**src/rtl/uart_alu_if.sv**
```systemverilog
// Bridges a UART FIFO pair to a combinational ALU: three received bytes (A, B, opcode) yield one result byte.
// Optional inter-byte timeout is enabled by defining UART_IF_TIMEOUT_EN.
module uart_alu_if #(
  parameter int DBIT           = 8,
  parameter int OP_W           = 6,
  parameter int TIMEOUT_CYCLES = 65535
) (
  input  logic            clk,
  input  logic            reset,
  input  logic            rx_empty,
  input  logic [DBIT-1:0] r_data,
  output logic            rd_uart,
  input  logic            tx_full,
  output logic            wr_uart,
  output logic [DBIT-1:0] w_data,
  output logic [DBIT-1:0] alu_a,
  output logic [DBIT-1:0] alu_b,
  output logic [OP_W-1:0] alu_op,
  input  logic [DBIT-1:0] alu_result,
  output logic            timeout_err
);

  typedef enum logic [2:0] {WAIT_A, WAIT_B, WAIT_OP, EXEC, SEND} state_t;

  state_t          r_state, w_next;
  logic            w_rd, w_wr, w_tmo, w_tmo_hit;
  logic [DBIT-1:0] r_a, r_b, r_wdata;
  logic [OP_W-1:0] r_op;

`ifdef UART_IF_TIMEOUT_EN
  localparam int TMO_W = (TIMEOUT_CYCLES > 2) ? $clog2(TIMEOUT_CYCLES) : 1;
  logic [TMO_W-1:0] r_tmo_cnt;

  assign w_tmo_hit = ((r_state == WAIT_B) || (r_state == WAIT_OP)) &&
                     (r_tmo_cnt == TMO_W'(TIMEOUT_CYCLES - 1));

  // Gap counter only runs while a frame is partially received.
  always_ff @(posedge clk or negedge reset) begin
    if (!reset)                          r_tmo_cnt <= '0;
    else if (w_rd || (w_next == WAIT_A)) r_tmo_cnt <= '0;
    else if ((r_state == WAIT_B) || (r_state == WAIT_OP))
                                         r_tmo_cnt <= r_tmo_cnt + 1'b1;
  end
`else
  assign w_tmo_hit = 1'b0;
`endif

  always_comb begin
    w_next = r_state;
    w_rd   = 1'b0;
    w_wr   = 1'b0;
    w_tmo  = 1'b0;
    case (r_state)
      WAIT_A:  if (!rx_empty) begin w_rd = 1'b1; w_next = WAIT_B; end
      WAIT_B, WAIT_OP: begin
        // Timeout wins over a byte arriving in the same cycle; that byte stays queued.
        if (w_tmo_hit) begin
          w_tmo  = 1'b1;
          w_next = WAIT_A;
        end else if (!rx_empty) begin
          w_rd   = 1'b1;
          w_next = (r_state == WAIT_B) ? WAIT_OP : EXEC;
        end
      end
      EXEC:    w_next = SEND;
      SEND:    if (!tx_full) begin w_wr = 1'b1; w_next = WAIT_A; end
      default: w_next = WAIT_A;
    endcase
  end

  always_ff @(posedge clk or negedge reset) begin
    if (!reset) begin
      r_state <= WAIT_A;
      r_a     <= '0;
      r_b     <= '0;
      r_op    <= '0;
      r_wdata <= '0;
    end else begin
      r_state <= w_next;
      if (w_rd) begin
        case (r_state)
          WAIT_A:  r_a  <= r_data;
          WAIT_B:  r_b  <= r_data;
          WAIT_OP: r_op <= r_data[OP_W-1:0];
          default: ;
        endcase
      end
      if (r_state == EXEC) r_wdata <= alu_result;
    end
  end

  // Strobes are gated by reset so they read 0 the instant reset asserts.
  assign rd_uart     = w_rd  & reset;
  assign wr_uart     = w_wr  & reset;
  assign timeout_err = w_tmo & reset;
  assign w_data      = r_wdata;
  assign alu_a       = r_a;
  assign alu_b       = r_b;
  assign alu_op      = r_op;

endmodule

```
**config.mk**
```make
export PLATFORM = sky130hd
export DESIGN_NAME = uart_alu_if
export DESIGN_NICKNAME = d
export VERILOG_FILES = /design/src/rtl/uart_alu_if.sv
export SDC_FILE = /design/constraint.sdc
export NUM_CORES = 1
export LEC_CHECK = 0
export CELL_PAD_IN_SITES_DETAIL_PLACEMENT = 1
export CELL_PAD_IN_SITES_GLOBAL_PLACEMENT = 2
export CORE_ASPECT_RATIO = 1.2
export CORE_MARGIN = 1
export CORE_UTILIZATION = 30
export CTS_BUF_LIST = sky130_fd_sc_hd__clkbuf_16
export DETAILED_ROUTE_END_ITERATION = 10
export PLACE_DENSITY = 0.87
export SLEW_MARGIN = 20
export SYNTH_ARGS = -nofsm -noshare
export SYNTH_HDL_FRONTEND = slang
export SYNTH_SLANG_ARGS = --single-unit
```
**constraint.sdc**
```tcl
create_clock -name clk -period 2.8 [get_ports clk]
set_input_delay 0.7 -clock clk [delete_from_list [all_inputs] [get_ports clk]]
set_output_delay 0.7 -clock clk [all_outputs]
set_load 0.05 [all_outputs]
```
==> impl_metrics.yaml, run 1 <==
outcome:
  status: "completed"
clock_network:
  cts_tree: "built"
  cts_buffer_depth: 2
  postCtsHoldBufs: 0
  clock-sinks: 33
  htree_levels: 2
  clk_pin_slew_ps: 50
  post_cts_buffers: 0
  cts_root_buf: "clkbuf_16"
  cts_made_buffers: 5
  insertion_delay_ps: 270
  cts.repair.resized: 0
place:
  placedInstanceArea_sq_mm: 0.001954
  port_buffers: 51
  hpwl_um: 2364
  dp.cells: 191
  place_congestion: 0.6500
cells_and_area:
  instances_no_fill: 199
  nFillCells: 444
  fin_area_sq_mm: 0.002145
  diodes: 0
  ff_latch_area_sq_um: 825.8
  fin_util_pct: 49.94
  area_growth_pct: 58.12
  nets: 162
  multi_input_area_sq_um: 490.5
  drive_gt1_share_pct: 35.66
sta:
  rsz0062_at_grt: "false"
  finalClockSkew_ps: 3.142
  period_share_pct: 91.57
  drv_slew: 0
  fin_tns_setup_ps: 0
  period_minus_slack_ps: 2564
  hold_violations: 0
  slew_headroom_pct: 63.77
  fmax_mhz: 390.0
  worst_pin_slew_ps: 541.8
  setup_viol: 0
critical_path:
  critical_path.startpoint: "r_state[2]$_DFFE_PN0P_"
  r2r_start: "r_state[2]$_DFFE_PN0P_"
  path_delay_family: "simple AND/OR/NAND/NOR gates"
  end_kind: "output pin"
  slowest_delay_ps: 610
  critPathArrivalTime_ps: 1860
  worst-path-max-fanout: 8
  crit_type: "reg -> out"
  start_kind: "register"
  cp_num_buf_inv: 1
  cp_slowest_cell: "dfrtp_1"
  cp_cell_sequence: "or3b_2 -> nor3_1 -> buf_12"
  crit_required_ps: 2100
detailed_routing:
  drtPass1Iterations: 3
  vias: 897
  via_per_inst: 4.508
  finalWirelength_um: 3268
  drc: 0
  detail_route.wl_per_cell_um: 16.42
  drtIter0Drc: 34
  ant_nets: 0
floorplanning:
  design.core.area_sq_mm: 0.004294
  die-width_um: 63.38
  dieArea_sq_mm: 0.004795
  ioPinCount: 53
  row_count: 26
  die_h_um: 75.66
  initial_core_util_pct: 31.59
job:
  maxCapViolCount: 0
synth:
  synth_top_area_share_pct: 60.89
  netlist_top_cells_area: "dfrtp_1 61%, mux2_2 25%, nor4b_4 3.5%"
  synth-seq-cells: 33
  synth_area_leader_cell: "dfrtp_1"
  async_flop_share_pct: 100.0
  ys_seq_area_share_pct: 60.89
  syn_area_sq_mm: 0.001356
  synthCells: 85
  synth_flop_cell: "dfrtp_1"
  syn_avg_cell_area_sq_um: 15.96
  yosys_warnings: 0
  synth-edff-count: 0
  synth_cell_type_count: 17
  syn_nets: 105
min_path:
  hp-start: "alu_a[5]$_DFFE_PN0P_"
  hold_path_class: "reg -> reg"
grt:
  grt_overflow_total: 0
  grt_max_degree: 34
  grt_pass1_wl_um: 5078
  grt_pass1_vias: 935
  track_usage_pct: 14.43
  antenna_found_initial: 0
-- synthesized netlist by cell type, drive strengths merged, types with 2 or more instances --
| master | number |
|---|---|
| mux2 | 30 |
| nor4b | 2 |
| or3b | 2 |
| inv | 2 |
| dfrtp | 33 |
| a21oi | 2 |
| buf | 5 |
| nand3b | 2 |
-- metrics by stage --
stage | hold WS, ps | setup WS, ps
5_1_grt | 523.0 | 163.3
6_report | 503.3 | 236.1
3_5_place_dp | 495.7 | 200.6
4_1_cts | 507.4 | 208.8
2_1_floorplan | 404.4 | 66.89
3_3_place_gp | 489.8 | 238.1
-- kinds of logic after synthesis --
logic type,synth area share (%)
DFF,60.89
other,0.2765
muxes,24.91
buffers and inverters,3.413
and+or+nand+nor,8.764
AOI/OAI and AO/OA,1.753
-- cell usage in the layout, fill, tap and decap left out, drive strengths merged --
cell	instances
buf	6
mux2	30
a21oi	2
or2	1
conb	1
a2111oi	1
inv	2
clkbuf	5
or3b	2
clkdlybuf4s50	49
nor4	1
clkinv	1
nor3	1
bufinv	2
nor4b	2
nand3b	2
nand2b	1
dfrtp	33
o21ai	1
-- layout make-up --
class / instances / share of cell area, %
Clock buffer: 5 / 5.834
Clock inverter: 3 / 3.034
Inverter: 2 / 0.3501
Multi-Input combinational cell: 45 / 22.87
Sequential cell: 33 / 38.51
Tap cell: 56 / 3.267
Timing Repair Buffer: 55 / 26.14
-- metal layers --
metal | global-route usage [%] | part of all wire, % | up-vias
li1 | - | - | 413
met1 | 17.81 | 39 | 457
met2 | 24.47 | 56 | 22
met3 | 3.892 | 3.1 | 5
met4 | 5.303 | 1.5 | 0
met5 | 0 | 0 | -
-- flip-flops by register name (all words and copies together) (netlist names) --
name,flops
r_state,3
w_data,8
alu_b,8
alu_a,8
alu_op,6
-- worst paths after layout --
check	end	slack [ps]	cells past startpoint
hold reg to reg	alu_a[5]$_DFFE_PN0P_	500	1
setup / recovery	wr_uart	240	3
hold / removal	alu_a[5]$_DFFE_PN0P_	500	1
max in group asynchronous	r_state[2]$_DFFE_PN0P_	1610	2
min in group asynchronous	alu_a[1]$_DFFE_PN0P_	890	2
setup reg to reg	alu_a[0]$_DFFE_PN0P_	1150	3
Power of run 1 is left out: the tool's default activity adds up to more than one toggle a clock period on the data nets, which glitch-free logic cannot reach.
==> inputs of run 2 (changes only) <==
--- a/config.mk
+++ b/config.mk
@@ -12,7 +12,7 @@
 export CORE_UTILIZATION = 30
 export CTS_BUF_LIST = sky130_fd_sc_hd__clkbuf_16
 export DETAILED_ROUTE_END_ITERATION = 10
-export PLACE_DENSITY = 0.87
+export PLACE_DENSITY_LB_ADDON = 0.1
 export SLEW_MARGIN = 20
 export SYNTH_ARGS = -nofsm -noshare
 export SYNTH_HDL_FRONTEND = slang
==> impl_metrics.yaml, run 2 (synthesis gave the netlist of run 1 again) <==
outcome:
  status: "completed"
detailed_routing:
  drtPass1Iterations: 2
  via_per_inst: 4.458
  vias: 896
  drc: 0
  ant_nets: 0
  drtIter0Drc: 19
  detail_route.wl_per_cell_um: 15.24
  finalWirelength_um: 3063
critical_path:
  cp_num_cells: 3
  reg2regPathDepth: 2
  r2r_slack_ps: 1180
  cp_cell_sequence: "or3b_2 -> nor3_1 -> buf_12"
  worst-path-max-fanout: 8
  slowest_delay_ps: 590
  crit_type: "reg -> out"
  r2r_end: "alu_op[1]$_DFFE_PN0P_"
  start_kind: "register"
  end_kind: "output pin"
  r2r_start: "r_state[2]$_DFFE_PN0P_"
  critPathArrivalTime_ps: 1880
  path_delay_family: "simple AND/OR/NAND/NOR gates"
  cp_slowest_cell: "dfrtp_1"
  crit_required_ps: 2100
  cp_num_buf_inv: 1
clock_network:
  postCtsHoldBufs: 0
  clock-sinks: 33
  htree_levels: 2
  insertion_delay_ps: 270
  cts_buffer_depth: 2
  clk_pin_slew_ps: 50
  cts_made_buffers: 5
  cts_tree: "built"
  post_cts_buffers: 0
  cts_root_buf: "clkbuf_16"
  cts.repair.resized: 0
cells_and_area:
  final_common_cell: "clkdlybuf4s50_1"
  diodes: 0
  fin_area_sq_mm: 0.002127
  nFillCells: 444
  drive_gt1_share_pct: 35.86
  mostFrequentLayoutCells: "48 x clkdlybuf4s50_1, 33 x dfrtp_1, 30 x mux2_2"
  nets: 164
  area_growth_pct: 56.83
job:
  maxCapViolCount: 0
floorplanning:
  row_count: 26
  die-width_um: 63.38
  initial_core_util_pct: 31.59
  dieArea_sq_mm: 0.004795
  design.core.area_sq_mm: 0.004294
  ioPinCount: 53
  die_h_um: 75.66
place:
  port_buffers: 51
  placedInstanceArea_sq_mm: 0.001964
  place_congestion: 0.6630
  hpwl_um: 2246
grt:
  antenna_found_initial: 0
  grt_max_degree: 34
  grt_pass1_wl_um: 4926
  track_usage_pct: 14.21
  grt_overflow_total: 0
  grt_pass1_vias: 999
sta:
  worst_pin_slew_ps: 535.0
  finalClockSkew_ps: 4.762
  holdWs_ps: 462.0
  period_minus_slack_ps: 2584
  slew_headroom_pct: 64.22
  rsz0062_at_grt: "false"
  setup_viol: 0
  hold_violations: 0
  fin_tns_setup_ps: 0
  drv_slew: 0
  period_share_pct: 92.30
  fmax_mhz: 386.9
min_path:
  hold_path_class: "in -> async"
run 2: final cells by class:
type,instances,area (sq um),area share (%)
clock inverters,3,37.54,1.765
inverters,2,7.507,0.3529
well taps,56,70.07,3.294
flip-flops and latches,33,825.8,38.82
multi-input cells,45,490.5,23.06
clock buffers,5,125.1,5.882
repair buffers,57,570.5,26.82
run 2: worst register-to-register path, cell delays in order (launching register included):
cell	delay, ps
dfrtp_1	520
nor4b_4	590
mux2_2	400
run 2: how the worst max path moves through the flow:
stage | startpoint | endpoint | slack [ps]
floorplan | r_state[0]$_DFFE_PN0P_ | wr_uart | 70
global placement | rx_empty | rd_uart | 250
detailed placement | rx_empty | rd_uart | 260
CTS | r_state[2]$_DFFE_PN0P_ | wr_uart | 180
global route | r_state[2]$_DFFE_PN0P_ | wr_uart | 130
finish | r_state[2]$_DFFE_PN0P_ | wr_uart | 220
run 2: routing by layer:
metal	vias to the layer above	share of wire (%)	GRT usage [%]	routed length (um)
met5	-	0	0	0
met4	0	1.2	5.303	36
met3	4	4.7	4.940	145
met2	23	54	25.53	1654
met1	453	40	15.64	1227
li1	416	-	-	-
run 2: stage by stage:
| step | setup WS (ps) | util, % | cells |
|---|---|---|---|
| floorplan | 66.89 | - | 85 |
| global placement | 254.4 | 45.75 | 193 |
| detailed placement | 264.2 | 45.75 | 193 |
| CTS | 176.9 | 49.53 | 201 |
| global route | 129.1 | 49.53 | 201 |
| finish | 215.6 | 49.53 | 201 |
Power of run 2 is left out for the same reason.
==> inputs of run 3 (changes only) <==
--- a/config.mk
+++ b/config.mk
@@ -12,7 +12,7 @@
 export CORE_UTILIZATION = 30
 export CTS_BUF_LIST = sky130_fd_sc_hd__clkbuf_16
 export DETAILED_ROUTE_END_ITERATION = 10
-export PLACE_DENSITY_LB_ADDON = 0.1
+export PLACE_DENSITY_LB_ADDON = 0.05
 export SLEW_MARGIN = 20
 export SYNTH_ARGS = -nofsm -noshare
 export SYNTH_HDL_FRONTEND = slang
==> impl_metrics.yaml, run 3 (synthesis gave the netlist of run 1 again) <==
outcome:
  status: "completed"
sta:
  finalClockSkew_ps: 2.117
  drv_slew: 0
  period_minus_slack_ps: 2603
  rsz0062_at_grt: "false"
  slew_headroom_pct: 64.51
  period_share_pct: 92.97
  hold_violations: 0
  fin_tns_setup_ps: 0
  setup_viol: 0
  worst_pin_slew_ps: 530.1
  fmax_mhz: 384.2
grt:
  track_usage_pct: 14.14
  grt_pass1_wl_um: 4954
  grt_overflow_total: 0
  grt_pass1_vias: 972
  antenna_found_initial: 0
  grt_max_degree: 34
cells_and_area:
  mostFrequentLayoutCells: "49 x clkdlybuf4s50_1, 33 x dfrtp_1, 30 x mux2_2"
  final_common_cell: "clkdlybuf4s50_1"
  diodes: 0
  nFillCells: 441
  area_growth_pct: 56.09
  drive_gt1_share_pct: 34.27
  fin_util_pct: 49.30
  nets: 162
floorplanning:
  design.core.area_sq_mm: 0.004294
  dieArea_sq_mm: 0.004795
  ioPinCount: 53
  row_count: 26
  die-width_um: 63.38
  die_h_um: 75.66
  initial_core_util_pct: 31.59
clock_network:
  cts_buffer_depth: 2
  post_cts_buffers: 0
  clock-sinks: 33
  cts.repair.resized: 0
  cts_made_buffers: 5
  clk_pin_slew_ps: 50
  cts_root_buf: "clkbuf_16"
  insertion_delay_ps: 270
  postCtsHoldBufs: 0
  cts_tree: "built"
  htree_levels: 2
place:
  hpwl_um: 2154
  place_congestion: 0.6564
  port_buffers: 51
critical_path:
  end_kind: "output pin"
  crit_type: "in -> out"
  crit_required_ps: 2100
  start_kind: "input pin"
  worst-path-max-fanout: 2
  critPathArrivalTime_ps: 1900
job:
  maxCapViolCount: 0
detailed_routing:
  finalWirelength_um: 3009
  via_per_inst: 4.518
  ant_nets: 0
  vias: 899
  detail_route.wl_per_cell_um: 15.12
  drtIter0Drc: 19
  drc: 0
  drtPass1Iterations: 3
min_path:
  hold_path_class: "reg -> reg"
[run 3: worst max-delay path: stages]
cell	delay [ps]
clkdlybuf4s50_1	510
inv_1	80
a2111oi_2	410
buf_12	200
[run 3: final timing paths]
| kind | from | endpoint | slack (ps) | cells past startpoint |
|---|---|---|---|---|
| hold reg to reg | w_data[6]$_DFFE_PN0P_ | w_data[6]$_DFFE_PN0P_ | 500 | 1 |
| hold / removal | w_data[6]$_DFFE_PN0P_ | w_data[6]$_DFFE_PN0P_ | 500 | 1 |
| max in group asynchronous | reset | w_data[7]$_DFFE_PN0P_ | 1560 | 2 |
| setup / recovery | reset | rd_uart | 200 | 4 |
| setup reg to reg | r_state[2]$_DFFE_PN0P_ | alu_op[5]$_DFFE_PN0P_ | 1170 | 2 |
| min in group asynchronous | reset | alu_b[0]$_DFFE_PN0P_ | 930 | 2 |
[run 3: cell type report]
type	count	area [sq um]	share of cell area (%)
repair buffers	55	560.5	26.48
multi-input cells	45	490.5	23.17
flip-flops and latches	33	825.8	39.01
clock inverters	3	37.54	1.773
well taps	56	70.07	3.310
inverters	2	7.507	0.3546
clock buffers	5	125.1	5.910
[run 3: layer usage]
layer  wire [um]  global-route usage [%]  up-vias
met3         218                   5.090        5
met4          48                   8.333        0
met2        1526                   22.70       31
met1        1215                   16.49      448
met5           0                       0        -
li1            -                       -      415
[run 3: per-stage QoR]
step	hold WS, ps	cells	worst slack (ps)	instance area (sq um)
floorplan	404.4	85	66.89	1363
global placement	488.4	191	164.4	1954
detailed placement	495.3	191	175.9	1954
CTS	506.7	199	168.9	2117
global route	517.1	199	114.9	2117
finish	504.0	199	196.9	2117
Power of run 3 is left out for the same reason.
